==> src/rtl/imem_pkg.sv <==
// Shared definitions for the instruction-memory arbiter: geometry, burst limit, response FSM encoding.
// Latency: n/a (types and constants only).
// Backpressure: n/a.
package imem_pkg;

    localparam int IMEM_ADDR_W    = 10;
    localparam int IMEM_DEPTH     = 1024;
    localparam int IMEM_MAX_BURST = 4;
    localparam int IMEM_BURST_W   = 4;

    // Owner of the read issued in the previous cycle
    typedef enum logic [1:0] {
        S_IDLE  = 2'd0,
        S_FRESP = 2'd1,
        S_LRESP = 2'd2
    } resp_state_t;

endpackage

==> src/rtl/imem_prio_sel.sv <==
// Grant selection between fetch and loader with a bounded loader burst counter.
// Latency: grants are combinational from the requests; burst_cnt updates on the rising edge.
// Backpressure: the losing requester holds its request; fetch waits at most MAX_BURST loader grants.
module imem_prio_sel
    import imem_pkg::*;
#(
    parameter int MAX_BURST = IMEM_MAX_BURST
) (
    input  logic clk,
    input  logic reset,
    input  logic f_req,
    input  logic l_req,
    output logic f_gnt,
    output logic l_gnt
);

    localparam logic [IMEM_BURST_W-1:0] BURST_LIM = IMEM_BURST_W'(MAX_BURST);

    logic [IMEM_BURST_W-1:0] burst_cnt;

    // Loader wins ties until it has taken BURST_LIM grants in a row while fetch waits
    always_comb begin
        f_gnt = 1'b0;
        l_gnt = 1'b0;
        if (!reset) begin
            if (f_req && l_req) begin
                if (burst_cnt < BURST_LIM) begin
                    l_gnt = 1'b1;
                end else begin
                    f_gnt = 1'b1;
                end
            end else if (f_req) begin
                f_gnt = 1'b1;
            end else if (l_req) begin
                l_gnt = 1'b1;
            end
        end
    end

    // Count loader grants taken while fetch is waiting; any fetch grant or idle fetch clears it
    always_ff @(posedge clk) begin
        if (reset) begin
            burst_cnt <= '0;
        end else if (f_gnt || !f_req) begin
            burst_cnt <= '0;
        end else if (l_gnt && (burst_cnt < BURST_LIM)) begin
            burst_cnt <= burst_cnt + 1'b1;
        end
    end

endmodule

==> src/rtl/imem_arbiter32.sv <==
// Shares the single-port instruction memory between CPU fetch and the loader/debug port.
// Latency: command issued in the grant cycle, read data returned to its owner one cycle later.
// Backpressure: requesters hold req until gnt; one command per cycle, responses never collide.
module imem_arbiter32
    import imem_pkg::*;
#(
    parameter int n         = 32,
    parameter int ADDR_W    = IMEM_ADDR_W,
    parameter int MAX_BURST = IMEM_MAX_BURST
) (
    input  logic              clk,
    input  logic              reset,
    input  logic              f_req,
    input  logic [n-1:0]      f_addr,
    output logic              f_gnt,
    output logic              f_valid,
    output logic [n-1:0]      f_inst,
    input  logic              l_req,
    input  logic              l_we,
    input  logic [n-1:0]      l_addr,
    input  logic [n-1:0]      l_wdata,
    output logic              l_gnt,
    output logic              l_valid,
    output logic [n-1:0]      l_rdata,
    output logic              mem_en,
    output logic              mem_we,
    output logic [ADDR_W-1:0] mem_addr,
    output logic [n-1:0]      mem_wdata,
    input  logic [n-1:0]      mem_rdata
);

    resp_state_t state_q;
    resp_state_t state_d;

    // Upper address bits are deliberately dropped: addresses wrap over the memory depth
    logic unused_addr_hi;
    assign unused_addr_hi = ^{f_addr[n-1:ADDR_W], l_addr[n-1:ADDR_W]};

    imem_prio_sel #(
        .MAX_BURST (MAX_BURST)
    ) u_sel (
        .clk   (clk),
        .reset (reset),
        .f_req (f_req),
        .l_req (l_req),
        .f_gnt (f_gnt),
        .l_gnt (l_gnt)
    );

    // Drive the memory port from whichever requester holds the grant; idle port is all zero
    always_comb begin
        mem_en    = 1'b0;
        mem_we    = 1'b0;
        mem_addr  = '0;
        mem_wdata = '0;
        if (f_gnt) begin
            mem_en   = 1'b1;
            mem_addr = f_addr[ADDR_W-1:0];
        end else if (l_gnt) begin
            mem_en    = 1'b1;
            mem_we    = l_we;
            mem_addr  = l_addr[ADDR_W-1:0];
            mem_wdata = l_wdata;
        end
    end

    // Remember who owns the read data arriving next cycle
    always_comb begin
        state_d = S_IDLE;
        if (f_gnt) begin
            state_d = S_FRESP;
        end else if (l_gnt && !l_we) begin
            state_d = S_LRESP;
        end
    end

    // Response owner register; reset drops any outstanding read
    always_ff @(posedge clk) begin
        if (reset) begin
            state_q <= S_IDLE;
        end else begin
            state_q <= state_d;
        end
    end

    assign f_valid = (state_q == S_FRESP);
    assign l_valid = (state_q == S_LRESP);
    assign f_inst  = f_valid ? mem_rdata : '0;
    assign l_rdata = l_valid ? mem_rdata : '0;

endmodule

==> config.mk <==
export PLATFORM = sky130hd
export DESIGN_NAME = imem_arbiter32
export DESIGN_NICKNAME = d
export VERILOG_FILES = /design/src/rtl/imem_pkg.sv /design/src/rtl/imem_prio_sel.sv /design/src/rtl/imem_arbiter32.sv
export SDC_FILE = /design/constraint.sdc
export NUM_CORES = 1
export LEC_CHECK = 0
export BUFFER_PORTS_ARGS = -buffer_cell sky130_fd_sc_hd__buf_2
export CORE_AREA = 2 2 96 98
export CTS_CLUSTER_DIAMETER = 200
export DETAILED_ROUTE_END_ITERATION = 7
export DIE_AREA = 0 0 98 100
export PLACE_DENSITY = 0.58
export SLEW_MARGIN = 10
export SYNTH_ARGS = -nofsm -noshare
export SYNTH_HDL_FRONTEND = slang
export SYNTH_SLANG_ARGS = --single-unit
==> constraint.sdc <==
create_clock -name clk -period 2.3 [get_ports clk]
set_clock_uncertainty 0.15 [all_clocks]
set_input_delay 0.23 -clock clk [delete_from_list [all_inputs] [get_ports clk]]
set_output_delay 0.23 -clock clk [all_outputs]
set_load 0.02 [all_outputs]
---- Word-level counts from Yosys, hierarchy flattened ----
Cells that the tools add are included.
word-level totals
  register bits ........................... 6
  input bits .............................. 133
operators by class
  add/sub/neg operators ................... 1
  $lt $le $gt $ge ......................... 1
  equal/unequal tests ..................... 2
  multiplexer cells ....................... 21
  reduce and logical (&&, ||, !) cells .... 8
operators with widths
  cell                                                 number
  2-to-1 mux 32 bit                                    4
  2-to-1 mux 10 bit                                    2
  2-to-1 mux 1 bit                                     14
  adder 4 x 1 -> 4 bit (second input constant)         1
  < comparator 4 x 3 -> 1 bit (second input constant)  1
  OR reduction 2 bit                                   2
  logical AND 1 bit                                    3
  == test 2 x 1 -> 1 bit (second input constant)       1
  == test 2 bit (second input constant)                1
  zero test 1 bit                                      2
  2-to-1 mux 2 bit                                     1
  logical OR 1 bit                                     1

---- Longest topological paths before layout ----
Gate-level depths: netlist of the first run.
  depth in word-level cells ............... 7
  mapped depth ............................ 5

---- Cells and area by module ----
Synthesis of the first run repeated with hierarchy kept, for this count alone.
second synthesis, totals
  cell total of the unflattened synthesis .. 142
  area total of the unflattened synthesis .. 1013.5 um^2
by module, submodules not included
  module          instances  cells an instance  area each (um^2)  seq. area each (um^2)
  imem_arbiter32  1          127                857.1             40.0
  imem_prio_sel   1          15                 156.4             80.1

---- Worst setup path after synthesis of the first run ----
No wires, ideal clock.
  kind .................................... reg-to-output
  start point ............................. reg state_q[0]
  end point ............................... out f_inst[22]
  data arrival time ....................... 1.190 ns
  data required time ...................... 1.920 ns
  slack ................................... 0.730 ns
  stages on the path, launching flop included .. 4
  path buffers ............................ 1
  cells stage by stage .................... dfxtp_1 nor2b_1 clkbuf_1 and2_1
between the ends
  longest elaborated chain between the ends .. 2
RTL lines
  item                    line                  source
  start, declared         imem_arbiter32.sv:32  resp_state_t state_q;
  start signal, assigned  imem_arbiter32.sv:82  state_q <= state_d;
  == test 2 x 1 -> 1 bit  imem_arbiter32.sv:86  assign f_valid = (state_q == S_FRESP);
  named net f_valid       imem_arbiter32.sv:16  output logic f_valid,
  2-to-1 mux 32 bit       imem_arbiter32.sv:88  assign f_inst = f_valid ? mem_rdata : '0;
  end, declared           imem_arbiter32.sv:17  output logic [n-1:0] f_inst,
The timed path passes the listed nets, and every way through them passes these cells.

---- Worst setup path after layout of the first run ----
  start point ............................. reg u_sel.burst_cnt[2]
  end point ............................... out mem_addr[0]
between the ends
  longest elaborated chain between the ends .. 6
  elaborated cells on any way between the ends .. 9
  those cells by class .................... 1 x order compare; 8 x mux
RTL lines
  item                             line                  source
  start, declared                  imem_prio_sel.sv:19   logic [IMEM_BURST_W-1:0] burst_cnt;
  start signal, assigned           imem_prio_sel.sv:47   burst_cnt <= burst_cnt + 1'b1;
  < comparator 4 x 3 -> 1 bit (*)  imem_prio_sel.sv:27   if (burst_cnt < BURST_LIM) begin
  2-to-1 mux 1 bit                 imem_prio_sel.sv:27
  2-to-1 mux 1 bit                 imem_prio_sel.sv:26   if (f_req && l_req) begin
  2-to-1 mux 1 bit                 imem_prio_sel.sv:25   if (!reset) begin
  2-to-1 mux 10 bit                imem_arbiter32.sv:59  end else if (l_gnt) begin
  2-to-1 mux 10 bit (*)            imem_arbiter32.sv:56  if (f_gnt) begin
  end, declared                    imem_arbiter32.sv:27  output logic [ADDR_W-1:0] mem_addr,
Every way passes the cells marked *; elsewhere a longest branch is shown, timed or not.

==> results of run 1 <==
==> final timing paths <==
kind / endpoint / start / cells past startpoint / slack (ns)
min: state_q[1] / l_we / 2 / 0.03
min reg2reg: u_sel.burst_cnt[0] / u_sel.burst_cnt[0] / 1 / 0.27
max: mem_addr[0] / u_sel.burst_cnt[2] / 4 / 0.40
max reg2reg: state_q[1] / u_sel.burst_cnt[2] / 4 / 1.14
==> registers in the layout, indices dropped and copies added, names as in the netlist <==
name / flops
u_sel.burst_cnt: 4
state_q: 2
==> where the power goes <==
group | leakage [nW] | internal [mW] | switching, mW
sequential | 0.0491 | 0.108 | 0.00167
clock | 0.0216 | 0.112 | 0.0415
combinational | 1.35 | 0.141 | 0.176
total | 1.42 | 0.361 | 0.219
==> layout by cell type (no fill, tap or decap), types with 2 or more instances in the layout <==
cell        n
buf_2     200
and2_1     97
a22o_1     10
dfxtp_1     6
buf_4       4
nor2b_2     3
clkbuf_8    3
and3_1      2
nor2b_1     2
==> area by class of cell <==
type / instances / area (sq um)
clock buffer: 3 / 41.3
tap: 111 / 139
sequential: 6 / 120
timing repair buffer: 204 / 1030
fill: 1005 / 6750
multi-input combinational: 123 / 810
==> worst reg2reg max path, cell delays in order, from the launching register on <==
cell and delay (ns):
dfxtp_1 0.35, o21ai_1 0.06, and3b_1 0.19, buf_4 0.17, nor2b_1 0.13
==> metrics by stage <==
step | setup WS (ns) | std cells
after floorplan | 0.730 | 141
after global placement | 0.426 | 444
after detailed placement | 0.395 | 444
after CTS | 0.348 | 447
after global routing | 0.267 | 447
final | 0.396 | 447
==> routing by layer <==
metal	up-vias	GRT usage (%)	wire, um
met2	140	16.0	2290
li1	827	-	-
met1	685	8.09	1490
met3	2	2.58	661
met4	0	0.962	11
met5	-	0	0
==> kinds of logic after synthesis <==
logic type / after synthesis
other: 1
adder cells (fa/ha/maj): 1
AND/OR/NAND/NOR: 110
flip-flops: 6
buffers and inverters: 12
AO/OA/AOI/OAI: 11
==> reports/summary.json, run 1 <==
{
  "fraction_of_layout_instances_using_a_drive_strength_above_1_pct": 62.8,
  "p_leak_nw": 1.42,
  "num_vias": 1654,
  "critPathKind": "reg2out",
  "floorplan.die.width_um": 98,
  "insertion_delay_ns": 0.22,
  "post_syn_area_sq_mm": 0.00101,
  "drcViolationCount": 0,
  "timing.fmax_ghz": 0.525,
  "critical_path_arrival_ns": 1.52,
  "final-setup-viol-count": 0,
  "clock_pin_slew_worst_setup_and_hold_paths_ns": 0.03,
  "clock_path_buffers": 2,
  "pwr_density_cell_mw_per_mm2": 271,
  "critPathBufInv": 1,
  "drv.max_cap_violation_count": 0,
  "detailedRoute.firstIterationViolations": 14,
  "stdcell_area_sq_mm": 0.00214,
  "synth_sequential_area_ratio_pct": 11.9,
  "critical_path_peak_fanout": 12,
  "overflow_after_grt": 0,
  "rows": 35,
  "post-synth-top-area-cell": "and2_1",
  "postSynth.asyncResetShare_pct": 0,
  "tightest_slew_ns": 0.539,
  "post-route-util_pct": 24.1,
  "antenna_violating_nets_post_route": 0,
  "synth-main-ff-cell": "dfxtp_1",
  "outcome": "completed",
  "yosys-top-cells-area": "and2_1 60%, dfxtp_1 12%, a22o_1 8.7%, buf_6 5.6%, nor2b_1 2.5%",
  "pin_count_of_the_biggest_net_entering_global_routing": 37,
  "yosys.cell_types.count": 19,
  "synth-edff-count": 0,
  "hpwl_mm": 3.92,
  "placedInstanceArea_sq_mm": 0.00210,
  "n_antenna_cell": 0,
  "number_of_storage_elements_in_the_synthesis_netlist": 6,
  "cts_repair_resize_count": 0,
  "detail_route.first_pass.iterations": 4,
  "hold_slack_ns": 0.0317,
  "synth_top_family_by_area": "simple AND/OR/NAND/NOR gates",
  "portion_of_netlist_area_occupied_by_mux_cells_pct": 0,
  "syn_inst": 141,
  "first_global_vias": 1397,
  "tritoncts_num_sinks": 6,
  "timing_max_transition_violations_final": 0,
  "timing.hold.worst.class": "in2reg",
  "place.port_buffers": 200,
  "crit_path_top_delay_cell": "nor2b_2",
  "grt_first_pass_wirelength_mm": 6.32,
  "cts_tree": "built",
  "yosys.area_share.simple_pct": 68.7,
  "critical-path-max-stage-delay_ns": 0.45,
  "drt-wirelength-per-cell_um": 9.96,
  "cts_max_level": 1,
  "report.final.hold_viol_count": 0,
  "synthesis.nets": 275,
  "max_transition_margin_pct": 63.9,
  "path_cells": "nor3b_2, nor2b_2, a22o_1, buf_2",
  "synth-warning-count": 0,
  "critical_path_start_type": "register",
  "synthXorXnorAreaFrac_pct": 0,
  "design.final.nets": 472,
  "period_share_pct": 82.8,
  "numCtsBuffers": 3,
  "syn2layout_area_growth_pct": 111,
  "top_count_cell_post_synth": "and2_1",
  "initial_core_util_pct": 11.4,
  "rsz_0062_raised_after_global_routing": "no",
  "synth_top_area_share_pct": 60.0,
  "required_ns": 1.92,
  "dieArea_sq_mm": 0.00980,
  "placeableCoreArea_sq_mm": 0.00889,
  "fp.dieH_um": 100,
  "clock_tree.root_cell": "clkbuf_8",
  "post_drt_via_cell_ratio": 3.70,
  "cpLargestDelayFamily": "simple AND/OR/NAND/NOR gates",
  "route.final.wire_length_mm": 4.45,
  "synth_compound_area_share_pct": 9.15,
  "antenna_found_initial": 0,
  "fin_setup_tns_ns": 0,
  "synth_top_cells_by_count": "97 x and2_1, 10 x a22o_1, 6 x dfxtp_1, 5 x buf_6, 5 x clkbuf_1",
  "post-route-min-period_ns": 1.90,
  "finalWeightedCongestion": 0.772,
  "critPathCaptureType": "primary output",
  "vdd_ir_drop_max_mv": 0.186,
  "synth_fa_ha_area_share_pct": 1.24,
  "gr-usage-all-layers_pct": 7.91,
  "finalPower_mw": 0.581,
  "syn_area_per_cell_sq_um": 7.18,
  "io-pin-count": 245,
  "post_cts_hold_buffer_count": 0,
  "post-cts-setup-buffer-count": 0
}
(Power assumes the default switching activity.)
==> inputs of run 2 (changes only) <==
--- a/config.mk
+++ b/config.mk
@@ -6,11 +6,11 @@
 export NUM_CORES = 1
 export LEC_CHECK = 0
 export BUFFER_PORTS_ARGS = -buffer_cell sky130_fd_sc_hd__buf_2
-export CORE_AREA = 2 2 96 98
+export CORE_AREA = 2 2 94 96
 export CTS_CLUSTER_DIAMETER = 200
 export DETAILED_ROUTE_END_ITERATION = 7
-export DIE_AREA = 0 0 98 100
-export PLACE_DENSITY = 0.58
+export DIE_AREA = 0 0 96 98
+export PLACE_DENSITY = 0.61
 export SLEW_MARGIN = 10
 export SYNTH_ARGS = -nofsm -noshare
 export SYNTH_HDL_FRONTEND = slang
==> constraint.sdc (replaced) <==
create_clock -name clk -period 1.7 [get_ports clk]
set_clock_uncertainty 0.15 [all_clocks]
set_input_delay 0.17 -clock clk [delete_from_list [all_inputs] [get_ports clk]]
set_output_delay 0.17 -clock clk [all_outputs]
set_load 0.02 [all_outputs]
==> run 2 against run 1 <==
  * Worst hold slack improved by 0.21 ns
  * Sequential power rose by 36%
  * First-iteration DRC count fell by 29%
  * Final cell count rose by 0.45%
  * Combinational power rose by 52%
  * Register-to-register slack got worse by 0.94 ns
  * Non-clock buffer count rose by 5
  * Die area fell by 4.0%
  * Largest cell class unchanged
==> reports/summary.json, run 2 (synthesized netlist as in run 1, its figures left out) <==
{
  "finalWeightedCongestion": 0.687,
  "grt_first_pass_wirelength_mm": 6.31,
  "gr-usage-all-layers_pct": 8.23,
  "outcome": "completed",
  "layout_commonest_cell": "buf_2",
  "first_global_vias": 1492,
  "cts_max_level": 1,
  "antenna_violating_nets_post_route": 0,
  "final-setup-viol-count": 0,
  "drt-wirelength-per-cell_um": 9.84,
  "detailedRoute.firstIterationViolations": 10,
  "critPathCaptureType": "primary output",
  "crit_path_top_delay_cell": "dfxtp_2",
  "placedInstanceArea_sq_mm": 0.00214,
  "path_cells": "o21ai_2, and3b_2, buf_12, or2_1, buf_2",
  "timing.hold.worst.class": "in2reg",
  "post-route-min-period_ns": 1.69,
  "overflow_after_grt": 0,
  "rsz_0062_raised_after_global_routing": "yes",
  "registers.top_by_ff_count": "u_sel.burst_cnt",
  "tritoncts_num_sinks": 6,
  "report.final.hold_viol_count": 0,
  "num_vias": 1671,
  "critical_path_start_type": "register",
  "worstRegToRegCells": 7,
  "dieArea_sq_mm": 0.00941,
  "p_leak_nw": 1.46,
  "vdd_ir_drop_max_mv": 0.193,
  "clock_tree.root_cell": "clkbuf_8",
  "fp.dieH_um": 98,
  "cts_tree": "built",
  "post_drt_via_cell_ratio": 3.72,
  "insertion_delay_ns": 0.22,
  "top_regs": "u_sel.burst_cnt x4, state_q x2",
  "drcViolationCount": 0,
  "period_share_pct": 99.3,
  "route.final.wire_length_mm": 4.42,
  "initial_core_util_pct": 12.0,
  "io-pin-count": 245,
  "layout.cells.non_filler": 449,
  "antenna_found_initial": 0,
  "dp.cells": 442,
  "required_ns": 1.38,
  "stdcell_area_sq_mm": 0.00234,
  "placeableCoreArea_sq_mm": 0.00847,
  "largest_reg_flops": 4,
  "pwr_density_cell_mw_per_mm2": 359,
  "critical_path_arrival_ns": 1.37,
  "clock_pin_slew_worst_setup_and_hold_paths_ns": 0.04,
  "place.port_buffers": 200,
  "final.fill_count": 941,
  "n_antenna_cell": 0,
  "detail_route.first_pass.iterations": 3,
  "pin_count_of_the_biggest_net_entering_global_routing": 47,
  "worstHoldPathCells": 4,
  "most-common-layout-cells": "157 x buf_2, 97 x and2_1, 42 x buf_4",
  "clock_path_buffers": 2,
  "floorplan.die.width_um": 96,
  "critical_path_peak_fanout": 46,
  "critPathKind": "reg2out",
  "critical-path-max-stage-delay_ns": 0.33,
  "drv.max_cap_violation_count": 0,
  "hpwl_mm": 3.85,
  "rows": 34,
  "timing_max_transition_violations_final": 0,
  "timing.fmax_ghz": 0.593,
  "fraction_of_layout_instances_using_a_drive_strength_above_1_pct": 63.6,
  "design.final.nets": 477,
  "numCtsBuffers": 3,
  "syn2layout_area_growth_pct": 132
}
run 2: cell count changes in the layout (fill, tap and decap cells not counted), moves of 3 or more:
cell     change
buf_4       +38
nor2b_2      -3
buf_2       -43
buf_6        +7
run 2: layout make-up:
type | instances | area [sq um] | share of cell area (%)
repair buffers | 209 | 1230 | 52.5
multi-input cells | 123 | 815 | 34.8
well taps | 108 | 135 | 5.77
flip-flops and latches | 6 | 123 | 5.23
clock buffers | 3 | 41.3 | 1.76
run 2: critical path, delay by kind of cell, from the launching register on:
family,cells,cell delay [ns]
AND/OR/NAND/NOR,2,0.43
buffers and inverters,2,0.31
flip-flops,1,0.33
AO/OA/AOI/OAI,1,0.06
run 2: repair_timing:
action                                  CTS  global route
buffers inserted                          4             0
hold buffers                              1             0
gates resized for setup                  14            41
endpoints found under the hold margin     1             0
endpoints found under the setup margin   24            44
run 2: stage by stage:
step / setup TNS (ns) / util [%] / power [mW] / hold slack (ns) / setup WS [ns]
floorplan: 0 / - / 0.389 / 0.0916 / 0.190
global placement: 0 / 25.2 / 0.590 / 0.195 / 0.182
detailed placement: 0 / 25.2 / 0.596 / 0.203 / 0.213
CTS: -0.00827 / 26.4 / 0.823 / 0.221 / -0.00827
global route: -2.94 / 27.7 / 0.903 / 0.267 / -0.0861
finish: 0 / 27.7 / 0.841 / 0.241 / 0.0124
run 2: path summary, 6_finish.rpt:
kind / start / endpoint / slack [ns]
setup / recovery: u_sel.burst_cnt[3] / mem_en / 0.01
hold / removal: reset / u_sel.burst_cnt[0] / 0.24
setup reg to reg: u_sel.burst_cnt[3] / u_sel.burst_cnt[2] / 0.20
hold reg to reg: u_sel.burst_cnt[0] / u_sel.burst_cnt[0] / 0.27
run 2: where the power goes:
part | leakage [nW] | internal [mW] | total, mW | switching (mW)
registers | 0.0497 | 0.146 | 0.148 | 0.00214
logic | 1.39 | 0.236 | 0.482 | 0.246
clock network | 0.0216 | 0.152 | 0.211 | 0.0588
run 2: metal layers:
metal,track usage [%],wire length [um],vias up
li1,-,-,838
met1,8.36,1510,687
met2,16.3,2140,142
met3,1.93,735,4
met4,1.98,32,0
met5,0,0,-
